--- src/rtl/i2c_master_core.sv ---
// i2c_master_core: bit-level I2C master for single-register write/read
// transactions. Each bus slot is four quarters of QTR_CYC clocks, and the
// pad enables are registered from next-state values so they line up with
// the state register.
module i2c_master_core #(
  parameter int QTR_CYC = 125
) (
  input  logic       clk,
  input  logic       rst,
  input  logic       data_valid,
  input  logic       rw,
  input  logic [6:0] slave_addr,
  input  logic [7:0] reg_addr,
  input  logic [7:0] reg_data,
  output logic       core_busy,
  output logic [7:0] rd_data,
  output logic       rd_valid,
  output logic       ack_error,
  output logic       scl_oe,
  output logic       sda_oe,
  input  logic       sda_in
);

  localparam int CW = (QTR_CYC > 1) ? $clog2(QTR_CYC) : 1;
  localparam logic [CW-1:0] QMAX  = CW'(QTR_CYC - 1);
  localparam logic [CW-1:0] QZERO = CW'(1'b0);
  localparam logic [CW-1:0] QONE  = CW'(1'b1);

  typedef enum logic [3:0] {
    IDLE, START, ADDR_W, ACK_A, REG, ACK_R, WDATA, ACK_D,
    RSTART, ADDR_R, ACK_AR, RDATA, MNACK, STOP
  } state_t;

  state_t        state_r, state_nx;
  logic [CW-1:0] qcnt_r, qcnt_nx;
  logic [1:0]    q_r, q_nx;
  logic [2:0]    bit_r, bit_nx;
  logic          rw_r;
  logic [6:0]    addr_r;
  logic [7:0]    reg_r, data_r, rx_r;
  logic          samp_r;
  logic          qend_s, samp_pt_s, slot_end_s, accept_s;
  logic          ack_fail_s, rd_done_s, tx_bit_s;
  logic [1:0]    lvl_s;
  logic [7:0]    addr_w_s, addr_rd_s;

  // Bus levels {scl, sda} (1 = released) for a state, quarter and data bit.
  function automatic logic [1:0] bus_level(state_t st, logic [1:0] q, logic b);
    logic [1:0] lv;
    case (st)
      IDLE: lv = 2'b11;
      START: begin
        case (q)
          2'd0, 2'd1: lv = 2'b11;
          2'd2:       lv = 2'b10;
          default:    lv = 2'b00;
        endcase
      end
      RSTART: begin
        case (q)
          2'd0:    lv = 2'b01;
          2'd1:    lv = 2'b11;
          2'd2:    lv = 2'b10;
          default: lv = 2'b00;
        endcase
      end
      STOP: begin
        case (q)
          2'd0:    lv = 2'b00;
          2'd1:    lv = 2'b10;
          default: lv = 2'b11;
        endcase
      end
      default: begin
        if ((q == 2'd0) || (q == 2'd3)) lv = {1'b0, b};
        else                            lv = {1'b1, b};
      end
    endcase
    return lv;
  endfunction

  assign qend_s     = (qcnt_r == QMAX);
  assign samp_pt_s  = qend_s && (q_r == 2'd1);
  assign slot_end_s = qend_s && (q_r == 2'd3);
  assign accept_s   = (state_r == IDLE) && data_valid;
  assign addr_w_s   = {addr_r, 1'b0};
  assign addr_rd_s  = {addr_r, 1'b1};

  // Next-state, quarter timing and bit-index sequencing.
  always_comb begin
    state_nx   = state_r;
    qcnt_nx    = qcnt_r;
    q_nx       = q_r;
    bit_nx     = bit_r;
    ack_fail_s = 1'b0;
    rd_done_s  = 1'b0;
    if (state_r == IDLE) begin
      qcnt_nx = QZERO;
      q_nx    = 2'd0;
      bit_nx  = 3'd7;
      if (data_valid) state_nx = START;
      else            state_nx = IDLE;
    end else begin
      if (qend_s) begin
        qcnt_nx = QZERO;
        q_nx    = q_r + 2'd1;
      end else begin
        qcnt_nx = qcnt_r + QONE;
      end
      if (slot_end_s) begin
        case (state_r)
          START:  state_nx = ADDR_W;
          ADDR_W: if (bit_r == 3'd0) begin state_nx = ACK_A;  bit_nx = 3'd7; end
                  else begin bit_nx = bit_r - 3'd1; end
          REG:    if (bit_r == 3'd0) begin state_nx = ACK_R;  bit_nx = 3'd7; end
                  else begin bit_nx = bit_r - 3'd1; end
          WDATA:  if (bit_r == 3'd0) begin state_nx = ACK_D;  bit_nx = 3'd7; end
                  else begin bit_nx = bit_r - 3'd1; end
          ADDR_R: if (bit_r == 3'd0) begin state_nx = ACK_AR; bit_nx = 3'd7; end
                  else begin bit_nx = bit_r - 3'd1; end
          RDATA:  if (bit_r == 3'd0) begin state_nx = MNACK;  bit_nx = 3'd7; end
                  else begin bit_nx = bit_r - 3'd1; end
          ACK_A:  if (samp_r) begin state_nx = STOP; ack_fail_s = 1'b1; end
                  else begin state_nx = REG; end
          ACK_R:  if (samp_r) begin state_nx = STOP; ack_fail_s = 1'b1; end
                  else if (rw_r) begin state_nx = RSTART; end
                  else begin state_nx = WDATA; end
          ACK_D:  begin state_nx = STOP; ack_fail_s = samp_r; end
          RSTART: state_nx = ADDR_R;
          ACK_AR: if (samp_r) begin state_nx = STOP; ack_fail_s = 1'b1; end
                  else begin state_nx = RDATA; end
          MNACK:  begin state_nx = STOP; rd_done_s = 1'b1; end
          STOP:   state_nx = IDLE;
          default: state_nx = IDLE;
        endcase
      end else begin
        state_nx = state_r;
      end
    end
  end

  // Bit to present on SDA in the upcoming cycle, and the resulting pad levels.
  always_comb begin
    tx_bit_s = 1'b1;
    case (state_nx)
      ADDR_W:  tx_bit_s = addr_w_s[bit_nx];
      REG:     tx_bit_s = reg_r[bit_nx];
      WDATA:   tx_bit_s = data_r[bit_nx];
      ADDR_R:  tx_bit_s = addr_rd_s[bit_nx];
      default: tx_bit_s = 1'b1;
    endcase
    lvl_s = bus_level(state_nx, q_nx, tx_bit_s);
  end

  // State register and quarter/bit counters.
  always_ff @(posedge clk or posedge rst) begin
    if (rst) begin
      state_r <= IDLE;
      qcnt_r  <= QZERO;
      q_r     <= 2'd0;
      bit_r   <= 3'd7;
    end else begin
      state_r <= state_nx;
      qcnt_r  <= qcnt_nx;
      q_r     <= q_nx;
      bit_r   <= bit_nx;
    end
  end

  // Request latch; only loaded when a request is accepted from IDLE.
  always_ff @(posedge clk or posedge rst) begin
    if (rst) begin
      rw_r   <= 1'b0;
      addr_r <= 7'd0;
      reg_r  <= 8'd0;
      data_r <= 8'd0;
    end else if (accept_s) begin
      rw_r   <= rw;
      addr_r <= slave_addr;
      reg_r  <= reg_addr;
      data_r <= reg_data;
    end
  end

  // Sample SDA on the last cycle of q1; read-data bits shift in MSB first.
  always_ff @(posedge clk or posedge rst) begin
    if (rst) begin
      samp_r <= 1'b0;
      rx_r   <= 8'd0;
    end else if ((state_r != IDLE) && samp_pt_s) begin
      samp_r <= sda_in;
      if (state_r == RDATA) rx_r <= {rx_r[6:0], sda_in};
    end
  end

  // Status outputs back to the controller.
  always_ff @(posedge clk or posedge rst) begin
    if (rst) begin
      core_busy <= 1'b0;
      rd_valid  <= 1'b0;
      rd_data   <= 8'd0;
      ack_error <= 1'b0;
    end else begin
      core_busy <= (state_nx != IDLE);
      rd_valid  <= rd_done_s;
      if (rd_done_s) rd_data <= rx_r;
      if (accept_s)        ack_error <= 1'b0;
      else if (ack_fail_s) ack_error <= 1'b1;
    end
  end

  // Open-drain pad enables (1 = pull low).
  always_ff @(posedge clk or posedge rst) begin
    if (rst) begin
      scl_oe <= 1'b0;
      sda_oe <= 1'b0;
    end else begin
      scl_oe <= ~lvl_s[1];
      sda_oe <= ~lvl_s[0];
    end
  end

endmodule

--- config.mk ---
export PLATFORM = sky130hd
export DESIGN_NAME = i2c_master_core
export DESIGN_NICKNAME = d
export VERILOG_FILES = /design/src/rtl/i2c_master_core.sv
export SDC_FILE = /design/constraint.sdc
export NUM_CORES = 1
export LEC_CHECK = 0
export CORE_ASPECT_RATIO = 0.5
export CORE_MARGIN = 2
export CORE_UTILIZATION = 30
export CTS_CLUSTER_SIZE = 25
export DETAILED_ROUTE_END_ITERATION = 7
export GPL_TIMING_DRIVEN = 0
export PLACE_DENSITY = 0.6
export SKIP_CTS_REPAIR_TIMING = 1
export SYNTH_ARGS = -nofsm -noshare
export SYNTH_HDL_FRONTEND = slang
export SYNTH_SLANG_ARGS = --single-unit
--- constraint.sdc ---
create_clock -name clk -period 5.47 [get_ports clk]
set_clock_uncertainty 0.2 [all_clocks]
set_input_delay 0.547 -clock clk [delete_from_list [all_inputs] [get_ports clk]]
set_output_delay 0.547 -clock clk [all_outputs]
set_load 0.005 [all_outputs]
==> run metrics <==
critical path required time 5.49 ns; CTS clock-pin slew for the worst setup and hold paths 0.05 ns; fmax 304 MHz; max_cap viols 0; number of global-route vias before repair 2,227; CP cell instances inv_1, ha_1, ha_1, inv_1, nand2_1, or3_4, o31a_1, buf_6, mux2_4, o211a_1, o32a_1, o41ai_2; Net count, final 389; Post-synth EDFFs 0; crit path max fanout 10; Tot Pwr 1.35 mW; max incr delay on CP 0.55 ns; Chip Width 150 um; gpl congestion 0.833; R2R Path Start bit_r[0]$_DFF_PP1_; power per standard cell area 326 nW/um2; vias after detailed routing 2,300; CP startpoint bit_r[0]$_DFF_PP1_; Final Util 40.1%; Top FF cell, synth dfrtp_1; top cell type's share of synthesized area 46.1%; core area 10,300 um2; run status finished, final reports clean; WL final 6360 um; Min Clock Period, post-route 3.29 ns; Final Hold Vio Count 0; DIE HEIGHT 77.1 um; H-Tree Level Count 3; Tot GR Track Use 12.1%; ANT cells 0; Seq cells post-synth 62; Lkg Pwr 1.93 nW; crit path max-delay cell type dfstp_2; CTS max path bufs 2; row count 26; post-DP HPWL 4600 um; Worst IR Drop VDD 0.136 mV; HP Start rx_r[7]$_DFFE_PP0P_; relative slew slack 39.5%; top cells by area, synth dfrtp_1 (46%), mux2_2 (14%), nand2_1 (4.7%), ha_1 (3.9%), nor2_1 (2.6%); initial antenna violation count 0; CTS tree built; fin. max-slew vios 0; RSZ-0062 raised after global routing false; Slew @ Worst Pin 0.901 ns; Synth async-reset ratio 100%; Yosys warning total 0; Avg Synthesized Cell Area 10.7 um2; P&R area growth vs syn 28.9%; CTS Buf Count 9; largest net degree at the start of global routing 41; DR WL/cell 12.8 um; vias per inst 4.64; first-pass GRT wire length 10,900 um; clk_lat worst skew 0.32 ns; drt pass-1 iters 5; top-level I/O count 41; drt drc 0; Synth cell types 58; DR iter-0 viols 146; clk sinks 62; Synth Net Count 337; Worst setup EP type flop; Post-Syn Area 3200 um2; worst hold path class reg2reg; layout cells sized above 1 21.1%; cell taking the most area after synthesis dfrtp_1; sequential area share after synthesis 48.5%; die area 11,600 um2; crit path DAT 3.31 ns; I/O Buffers 40; CP startpoint kind flop; crit path kind reg2reg; grt total ovfl 0; Fin Setup TNS 0 ns; Final Cycle Share 60.1%; # setup viols final 0; CTS root buffer clkbuf_16; number of nets still failing antenna checks after routing 0; Synth Instances 299; Initial Utilization 31.1%
-- cells by family (layout without fill, tap and decap cells) --
family / Yosys count / count (layout) / synth area share [%]
and+or+nand+nor: 100 / 100 / 15.3
DFF: 62 / 62 / 48.5
AOI/OAI and AO/OA: 49 / 49 / 11.4
muxes: 44 / 44 / 15.4
buffers and inverters: 27 / 84 / 3.48
adders and majority gates: 10 / 10 / 3.90
xor gates and xnor gates: 7 / 7 / 1.91
-- synthesized netlist by cell type (all sizes together) (2+ instances only) --
cell,count
nor2b,3
o21ai,11
clkinv,2
nand2b,2
nand4,5
a21oi,5
and3,2
o211a,2
ha,10
dfstp,3
o22ai,2
dfrtp,59
nor3,4
nor2,22
a211oi,5
mux2i,4
a221oi,3
and2,3
mux2,40
nand3,8
a31oi,3
xor2,4
or2,3
inv,16
buf,3
xnor2,3
a211o,2
clkbuf,6
nand2,41
-- final cells by class --
class / instances / area (um2)
tap: 140 / 175
clock inverter: 4 / 95.1
buffer: 9 / 43.8
fill: 1011 / 6180
clock buffer: 12 / 236
sequential: 62 / 1560
timing repair buffer: 41 / 420
inverter: 18 / 67.6
multi-input combinational: 210 / 1540
-- per-stage QoR --
step	instance area, um2	setup WS, ns	hold slack (ns)	std cells
after floorplan	3200	2.36	0.233	299
after global placement	3780	1.99	0.251	479
after detailed placement	3800	2.18	0.256	480
after CTS	4130	2.16	0.269	496
after global routing	4130	2.03	0.290	496
final	4130	2.18	0.265	496
-- registers in the layout, summed over array words and instances, names as in the netlist --
name	count
ack_error	1
addr_r	7
bit_r	3
core_busy	1
data_r	8
q_r	2
qcnt_r	7
rd_data	8
rd_valid	1
reg_r	8
rw_r	1
rx_r	8
samp_r	1
scl_oe	1
sda_oe	1
state_r	4
-- layer usage --
layer / vias up / track usage (%) / wire [um] / share of wire [%]
li1: 1167 / - / - / -
met1: 1088 / 16.8 / 3330 / 52
met2: 41 / 18.2 / 2790 / 44
met3: 4 / 3.39 / 185 / 2.9
met4: 0 / 3.96 / 51 / 0.80
met5: - / 0 / 0 / 0
-- critical path, delay by kind of cell, from the launching register on --
family / cells / cell delay [ns]
AND/OR/NAND/NOR: 2 / 0.43
AO/OA/AOI/OAI: 4 / 0.95
buffers and inverters: 3 / 0.38
multiplexers: 1 / 0.31
adder cells (fa/ha/maj): 2 / 0.36
flip-flops: 1 / 0.55
-- cell usage in the layout (no fill, tap or decap), drive strengths merged, types with 4 or more instances in the layout --
cell / count
o21ai: 11
buf: 4
mux2: 40
xor2: 4
a211oi: 5
nand3: 8
nand2: 41
ha: 10
nor3: 4
inv: 16
a21oi: 5
nor2: 22
clkdlybuf4s50: 40
dfrtp: 59
mux2i: 4
clkbuf: 18
nand4: 5
-- power by group --
group	switching, mW	leakage (nW)	internal (mW)	total, mW
registers	0.0443	0.788	0.513	0.557
clock network	0.185	0.161	0.444	0.629
logic	0.0695	0.978	0.0922	0.162
-- final timing paths --
kind                       slack (ns)                endpoint  cells past startpoint
min reg2reg                      0.27  rd_data[7]$_DFFE_PP0P_                      2
max                              2.18        sda_oe$_DFF_PP0_                     12
min in group asynchronous        0.38      samp_r$_DFFE_PP0P_                      2
min                              0.27  rd_data[7]$_DFFE_PP0P_                      2
max in group asynchronous        4.04      bit_r[1]$_DFF_PP1_                      3
max reg2reg                      2.18        sda_oe$_DFF_PP0_                     12
(Power assumes the default switching activity.)
